### src/rtl/pc_fetch_unit_pkg.sv
// Shared constants and sizing helper for the fetch unit and its instruction buffer.
package fetch_defs;
  localparam int          PC_STEP       = 4;
  localparam int          INSTR_W       = 32;
  localparam logic [31:0] DEF_RESET_VEC = 32'h0000_0000;

  // Counter width able to hold the values 0..depth inclusive.
  function automatic int cnt_w(input int depth);
    return $clog2(depth) + 1;
  endfunction
endpackage

### src/rtl/pc_fetch_unit_fifo.sv
// Synchronous {instr, pc} buffer with flush; flush wins over push and pop.
module fetch_fifo
  import fetch_defs::*;
#(
  parameter int W     = 64,
  parameter int DEPTH = 4,
  localparam int CW   = cnt_w(DEPTH)
) (
  input  logic          clk,
  input  logic          rst_n,
  input  logic          push,
  input  logic [W-1:0]  din,
  input  logic          pop,
  input  logic          flush,
  output logic [W-1:0]  head,
  output logic          empty,
  output logic [CW-1:0] count
);
  localparam int AW = $clog2(DEPTH);

  logic [W-1:0]  mem_q [DEPTH];
  logic [W-1:0]  mem_d [DEPTH];
  logic [AW-1:0] wr_ptr_q, wr_ptr_d, rd_ptr_q, rd_ptr_d;
  logic [CW-1:0] count_q, count_d;
  logic          do_pop;

  assign do_pop = pop & (count_q != '0);

  always_comb begin
    mem_d    = mem_q;
    wr_ptr_d = wr_ptr_q;
    rd_ptr_d = rd_ptr_q;
    count_d  = count_q;
    if (flush) begin
      wr_ptr_d = '0;
      rd_ptr_d = '0;
      count_d  = '0;
    end else begin
      if (push) begin
        mem_d[wr_ptr_q] = din;
        wr_ptr_d        = wr_ptr_q + AW'(1);
      end
      if (do_pop) rd_ptr_d = rd_ptr_q + AW'(1);
      count_d = count_q + CW'(push) - CW'(do_pop);
    end
  end

  always_ff @(posedge clk or negedge rst_n) begin
    if (!rst_n) begin
      for (int i = 0; i < DEPTH; i++) mem_q[i] <= '0;
      wr_ptr_q <= '0;
      rd_ptr_q <= '0;
      count_q  <= '0;
    end else begin
      mem_q    <= mem_d;
      wr_ptr_q <= wr_ptr_d;
      rd_ptr_q <= rd_ptr_d;
      count_q  <= count_d;
    end
  end

  assign head  = mem_q[rd_ptr_q];
  assign empty = (count_q == '0);
  assign count = count_q;
endmodule

### src/rtl/pc_fetch_unit.sv
// Fetch address generator with credit-limited issue, redirect flush and in-flight drop.
// Optional FETCH_MISALIGN_CHECK_EN: flag misaligned redirect targets and halt issue.
module pc_fetch_unit
  import fetch_defs::*;
#(
  parameter int              XLEN       = 32,
  parameter logic [XLEN-1:0] RESET_VEC  = XLEN'(DEF_RESET_VEC),
  parameter int              FIFO_DEPTH = 4
) (
  input  logic               clk,
  input  logic               reset,
  input  logic               stall,
  input  logic               redirect_valid,
  input  logic [XLEN-1:0]    redirect_pc,
  output logic               imem_req_valid,
  input  logic               imem_req_ready,
  output logic [XLEN-1:0]    imem_req_addr,
  input  logic               imem_rsp_valid,
  input  logic [INSTR_W-1:0] imem_rsp_data,
  output logic               instr_valid,
  input  logic               instr_ready,
  output logic [INSTR_W-1:0] instr,
  output logic [XLEN-1:0]    instr_pc
`ifdef FETCH_MISALIGN_CHECK_EN
  ,
  output logic               misalign_err,
  output logic [XLEN-1:0]    misalign_pc
`endif
);
  localparam int CW = cnt_w(FIFO_DEPTH);
  localparam int FW = INSTR_W + XLEN;

  logic [XLEN-1:0]    pc_q, pc_d, rsp_pc_q, rsp_pc_d;
  logic [CW-1:0]      inflight_q, inflight_d, drop_q, drop_d;
  logic [INSTR_W-1:0] hold_instr_q, hold_instr_d;
  logic [XLEN-1:0]    hold_pc_q, hold_pc_d;
  logic [FW-1:0]      fifo_head;
  logic               fifo_empty;
  logic [CW-1:0]      fifo_count;
  logic [CW:0]        used;
  logic               hs, push, halt;
  logic [XLEN-1:0]    target;

`ifdef FETCH_MISALIGN_CHECK_EN
  logic            merr_q, merr_d;
  logic [XLEN-1:0] mpc_q, mpc_d;
  assign target       = redirect_pc;
  assign halt         = merr_q;
  assign misalign_err = merr_q;
  assign misalign_pc  = mpc_q;
`else
  assign target = {redirect_pc[XLEN-1:2], 2'b00};
  assign halt   = 1'b0;
`endif

  // Buffered plus outstanding entries never exceed the FIFO, so a response always has room.
  assign used           = {1'b0, fifo_count} + {1'b0, inflight_q};
  assign imem_req_valid = reset & ~stall & ~redirect_valid & ~halt & (used < (CW+1)'(FIFO_DEPTH));
  assign imem_req_addr  = pc_q;
  assign hs             = imem_req_valid & imem_req_ready;
  assign push           = imem_rsp_valid & ~redirect_valid & (drop_q == '0);

  always_comb begin
    pc_d         = pc_q;
    rsp_pc_d     = rsp_pc_q;
    inflight_d   = inflight_q + CW'(hs) - CW'(imem_rsp_valid);
    drop_d       = drop_q;
    hold_instr_d = hold_instr_q;
    hold_pc_d    = hold_pc_q;
    if (!fifo_empty) begin
      hold_instr_d = fifo_head[FW-1 -: INSTR_W];
      hold_pc_d    = fifo_head[XLEN-1:0];
    end
    if (redirect_valid) begin
      pc_d     = target;
      rsp_pc_d = target;
      drop_d   = inflight_q - CW'(imem_rsp_valid);
    end else begin
      if (hs) pc_d = pc_q + XLEN'(PC_STEP);
      if (imem_rsp_valid) begin
        if (drop_q != '0) drop_d = drop_q - CW'(1);
        else              rsp_pc_d = rsp_pc_q + XLEN'(PC_STEP);
      end
    end
  end

`ifdef FETCH_MISALIGN_CHECK_EN
  always_comb begin
    merr_d = merr_q;
    mpc_d  = mpc_q;
    if (redirect_valid) begin
      merr_d = (redirect_pc[1:0] != 2'b00);
      if (redirect_pc[1:0] != 2'b00) mpc_d = redirect_pc;
    end
  end

  always_ff @(posedge clk or negedge reset) begin
    if (!reset) begin
      merr_q <= 1'b0;
      mpc_q  <= '0;
    end else begin
      merr_q <= merr_d;
      mpc_q  <= mpc_d;
    end
  end
`endif

  always_ff @(posedge clk or negedge reset) begin
    if (!reset) begin
      pc_q         <= RESET_VEC;
      rsp_pc_q     <= RESET_VEC;
      inflight_q   <= '0;
      drop_q       <= '0;
      hold_instr_q <= '0;
      hold_pc_q    <= '0;
    end else begin
      pc_q         <= pc_d;
      rsp_pc_q     <= rsp_pc_d;
      inflight_q   <= inflight_d;
      drop_q       <= drop_d;
      hold_instr_q <= hold_instr_d;
      hold_pc_q    <= hold_pc_d;
    end
  end

  fetch_fifo #(.W(FW), .DEPTH(FIFO_DEPTH)) u_fifo (
    .clk   (clk),
    .rst_n (reset),
    .push  (push),
    .din   ({imem_rsp_data, rsp_pc_q}),
    .pop   (instr_ready),
    .flush (redirect_valid),
    .head  (fifo_head),
    .empty (fifo_empty),
    .count (fifo_count)
  );

  assign instr_valid = ~fifo_empty;
  assign instr       = fifo_empty ? hold_instr_q : fifo_head[FW-1 -: INSTR_W];
  assign instr_pc    = fifo_empty ? hold_pc_q    : fifo_head[XLEN-1:0];
endmodule

### config.mk
export PLATFORM = sky130hd
export DESIGN_NAME = pc_fetch_unit
export DESIGN_NICKNAME = d
export VERILOG_FILES = /design/src/rtl/pc_fetch_unit_pkg.sv /design/src/rtl/pc_fetch_unit_fifo.sv /design/src/rtl/pc_fetch_unit.sv
export SDC_FILE = /design/constraint.sdc
export NUM_CORES = 1
export LEC_CHECK = 0
export ABC_CLOCK_PERIOD_IN_PS = 7730
export CAP_MARGIN = 30
export CORE_ASPECT_RATIO = 0.75
export CORE_MARGIN = 10
export CORE_UTILIZATION = 50
export DETAILED_ROUTE_END_ITERATION = 7
export HOLD_SLACK_MARGIN = 0.12
export PLACE_DENSITY_LB_ADDON = 0.3
export SLEW_MARGIN = 30
export SYNTH_ARGS = -nofsm -noshare
export SYNTH_HDL_FRONTEND = slang
export SYNTH_SLANG_ARGS = --single-unit
export TNS_END_PERCENT = 5
### constraint.sdc
create_clock -name clk -period 7.73 [get_ports clk]
set_input_delay 0.773 -clock clk [delete_from_list [all_inputs] [get_ports clk]]
set_output_delay 0.773 -clock clk [all_outputs]
set_load 0.05 [all_outputs]
==> impl_metrics.prom <==
# TYPE chip_impl_metric gauge
chip_impl_metric{name="worst-path-max-fanout",unit=""} 65
chip_impl_metric{name="finalNetCount",unit=""} 1561
chip_impl_info{name="synth_flop_cell",value="dfrtp_1"} 1
chip_impl_metric{name="cts_setup_buffers",unit=""} 0
chip_impl_metric{name="post_synth_xor_area_fraction",unit=""} 0.0253
chip_impl_metric{name="routed_wl",unit="um"} 40900
chip_impl_metric{name="finish.instance_area",unit="mm2"} 0.0207
chip_impl_info{name="start_kind",value="flip-flop"} 1
chip_impl_metric{name="worst_r2r_path_depth",unit=""} 10
chip_impl_metric{name="synth_seq_area_share",unit=""} 0.557
chip_impl_metric{name="hold_buffers",unit=""} 0
chip_impl_metric{name="final.period_utilization",unit=""} 0.594
chip_impl_metric{name="top_level_port_count",unit=""} 169
chip_impl_metric{name="insertedDiodeCount",unit=""} 0
chip_impl_metric{name="power_density",unit="mW/mm2"} 390
chip_impl_metric{name="placed_cell_area",unit="mm2"} 0.0193
chip_impl_metric{name="yosys.area_share.simple",unit=""} 0.102
chip_impl_info{name="hp-class",value="input port to async pin"} 1
chip_impl_metric{name="initialDrtViolationCount",unit=""} 895
chip_impl_metric{name="synth_compound_gate_area_share",unit=""} 0.0224
chip_impl_metric{name="yosys-mux-area-fraction",unit=""} 0.255
chip_impl_metric{name="cts_resized",unit=""} 0
chip_impl_metric{name="fraction_of_final_layout_cells_sized_beyond_drive_strength_1",unit=""} 0.281
chip_impl_metric{name="final_cells",unit=""} 1950
chip_impl_info{name="end_kind",value="output pin"} 1
chip_impl_metric{name="flow.area_growth_from_synthesis",unit="%"} 19.6
chip_impl_metric{name="placement.io_buffers",unit=""} 164
chip_impl_metric{name="skew",unit="ps"} 12.9
chip_impl_metric{name="regArea",unit="mm2"} 0.00964
chip_impl_metric{name="chipWidth",unit="um"} 235
chip_impl_metric{name="detailroute.wirelength.met2",unit="um"} 18800
chip_impl_metric{name="number_of_enable_type_register_cells_in_the_synthesized_netlist",unit=""} 0
chip_impl_metric{name="max-slew-margin-rel",unit=""} 0.357
chip_impl_metric{name="numClockSinks",unit=""} 385
chip_impl_metric{name="drc_errors",unit=""} 0
chip_impl_metric{name="multi_input_comb_area",unit="mm2"} 0.00727
chip_impl_info{name="rr_startpoint",value="inflight_q[2]"} 1
chip_impl_metric{name="post-dp-hpwl",unit="um"} 26200
chip_impl_info{name="run_status",value="finished clean"} 1
chip_impl_metric{name="netlist_instances",unit=""} 1336
chip_impl_metric{name="cts-buffers-inserted",unit=""} 40
chip_impl_info{name="critical_path.startpoint",value="u_fifo.count[1]"} 1
chip_impl_metric{name="final-max-slew-violation-count",unit=""} 0
chip_impl_metric{name="wire_per_inst",unit="um"} 21.0
chip_impl_metric{name="timing.reg2reg.setup_slack",unit="ps"} 4090
chip_impl_info{name="most_common_cell_after_layout_fill_and_taps_aside",value="dfrtp_1"} 1
chip_impl_metric{name="period_minus_slack",unit="ps"} 4590
chip_impl_metric{name="routed-via-count",unit=""} 11072
chip_impl_metric{name="ys_warn_count",unit=""} 0
chip_impl_metric{name="vias_per_cell",unit=""} 5.68
chip_impl_metric{name="grt_use_total",unit=""} 0.190
chip_impl_metric{name="grt_start_max_net_pins",unit=""} 185
chip_impl_metric{name="placement.setup.worst_slack",unit="ps"} 3610
chip_impl_metric{name="vdd_drop_max",unit="mV"} 0.338
chip_impl_metric{name="die_h",unit="um"} 181
chip_impl_metric{name="antenna_violating_nets_post_route",unit=""} 0
chip_impl_metric{name="arrival",unit="ps"} 3820
chip_impl_info{name="cts.root.buffer_cell",value="clkbuf_16"} 1
chip_impl_metric{name="syn-cell-area",unit="mm2"} 0.0173
chip_impl_metric{name="area_inside_the_core_boundary",unit="mm2"} 0.0338
chip_impl_metric{name="die_area",unit="mm2"} 0.0425
chip_impl_metric{name="setup_viol",unit=""} 0
chip_impl_metric{name="grt_pass1_vias",unit=""} 11683
chip_impl_metric{name="cellLeakagePower",unit="nW"} 9.56
chip_impl_info{name="reg2reg_to",value="inflight_q[2]"} 1
chip_impl_metric{name="worst-slew-pin-transition",unit="ps"} 965
chip_impl_metric{name="rows",unit=""} 58
chip_impl_metric{name="fillerInstances",unit=""} 2633
chip_impl_metric{name="fin_setup_tns",unit="ps"} 0
chip_impl_info{name="highest-signal-layer",value="met4"} 1
chip_impl_metric{name="gp_routability_congestion",unit=""} 0.854
chip_impl_info{name="criticalPathCategory",value="flip-flop to output pin"} 1
chip_impl_info{name="synth_top_family_by_area",value="multiplexers"} 1
chip_impl_metric{name="number_of_h_tree_levels",unit=""} 2
chip_impl_metric{name="clock_path_buffers",unit=""} 3
chip_impl_metric{name="synth_adder_area_share",unit=""} 0.0139
chip_impl_info{name="grt_setup_unrepaired",value="false"} 1
chip_impl_metric{name="holdWs",unit="ps"} 168
chip_impl_metric{name="clk_pin_slew",unit="ps"} 60
chip_impl_metric{name="cp.required",unit="ps"} 6960
chip_impl_metric{name="wire_length_of_the_first_global_routing_pass",unit="um"} 66000
chip_impl_metric{name="wire_length_on_met3",unit="um"} 2190
chip_impl_metric{name="report.final.hold_viol_count",unit=""} 0
chip_impl_metric{name="met1Wirelength",unit="um"} 19300
chip_impl_metric{name="clock_latency",unit="ps"} 530
chip_impl_metric{name="number_of_antenna_violations_at_the_first_check_in_global_routing",unit=""} 1
chip_impl_metric{name="syn_area_per_cell",unit="um2"} 13.0
chip_impl_metric{name="ys_seq_elements",unit=""} 385
chip_impl_metric{name="overflow",unit=""} 0
chip_impl_metric{name="post_synth_arst_share",unit=""} 1.00
chip_impl_metric{name="post-place-cells",unit=""} 1878
chip_impl_metric{name="post_synth_num_cell_types",unit=""} 50
chip_impl_metric{name="max_cap_violations",unit=""} 0
chip_impl_metric{name="drt_first_pass_iters",unit=""} 5
chip_impl_metric{name="max_frequency",unit="GHz"} 0.218
chip_impl_metric{name="start_util",unit=""} 0.512
chip_impl_info{name="layout.cells.most_common_list",value="dfrtp_1 (383), mux2_2 (262), nand2_1 (237), clkdlybuf4s50_1 (162), mux4_2 (62)"} 1
chip_impl_metric{name="setup_ws",unit="ps"} 3140
chip_impl_info{name="tritoncts",value="done"} 1
-- final cells by class --
| cell class | count | area share |
|---|---|---|
| flip-flops and latches | 385 | 0.466 |
| multi-input cells | 848 | 0.351 |
| well taps | 450 | 0.0272 |
| repair buffers | 179 | 0.0875 |
| inverters | 18 | 0.00326 |
| clock inverters | 11 | 0.00780 |
| clock buffers | 59 | 0.0577 |
-- how the worst max path moves through the flow --
stage | endpoint | slack [ps] | cells after the start
2_1_floorplan | imem_req_valid | 4050 | 4
3_3_place_gp | inflight_q[2] | 3670 | 10
3_5_place_dp | inflight_q[2] | 3610 | 10
4_1_cts | instr_pc[13] | 3100 | 7
5_1_grt | instr_pc[13] | 2920 | 7
6_report | instr_pc[13] | 3140 | 7
-- layer usage --
layer / GRT usage / vias up
met2: 0.292 / 260
met1: 0.272 / 5766
met3: 0.0415 / 48
li1: - / 4998
met5: 0 / -
met4: 0.0384 / 0
-- sequential cells by signal, indices dropped and copies added, names as in the netlist, 3 cells and up --
register	flops
u_fifo.mem_q	248
hold_pc_q	32
u_fifo.count	3
drop_q	3
inflight_q	3
rsp_pc_q	30
imem_req_addr	30
hold_instr_q	32
-- metrics by stage --
stage / total power [mW] / utilization
after floorplan: 5.08 / -
after global placement: 6.07 / 0.570
after detailed placement: 6.15 / 0.570
after CTS: 8.17 / 0.610
after global routing: 8.50 / 0.612
final: 8.07 / 0.612
-- power by group --
part	switching, mW	internal [mW]	leakage (nW)	total [mW]
clock network	0.779	1.20	0.667	1.98
registers	0.343	2.55	5.02	2.89
logic	1.92	1.28	3.87	3.20
total	3.05	5.03	9.56	8.07
-- synth_stat cells (13+ instances only) --
cell type	number	share of area
clkbuf_1	64	0.014
dfrtp_1	385	0.56
ha_1	16	0.012
inv_1	15	0.0033
mux2_2	262	0.17
mux4_2	62	0.081
nand2_1	241	0.052
nand3_1	23	0.0067
nand4_1	30	0.011
nor2_1	26	0.0056
nor3_1	13	0.0038
o21ai_0	27	0.0078
xnor2_1	24	0.012
xor2_1	26	0.013
-- critical path: stages (launching register included) --
cell	delay, ps
dfrtp_1	450
nor3_2	190
buf_4	670
inv_2	540
buf_4	420
nand2_1	110
nand2_1	130
clkdlybuf4s50_1	740
-- kinds of logic after synthesis --
group / after synthesis
AO/OA/AOI/OAI: 63
XOR/XNOR: 50
flip-flops: 385
adder cells (fa/ha/maj): 18
AND/OR/NAND/NOR: 385
multiplexers: 330
other: 1
buffers and inverters: 104
Note: power is estimated with default switching activity, not from simulation.
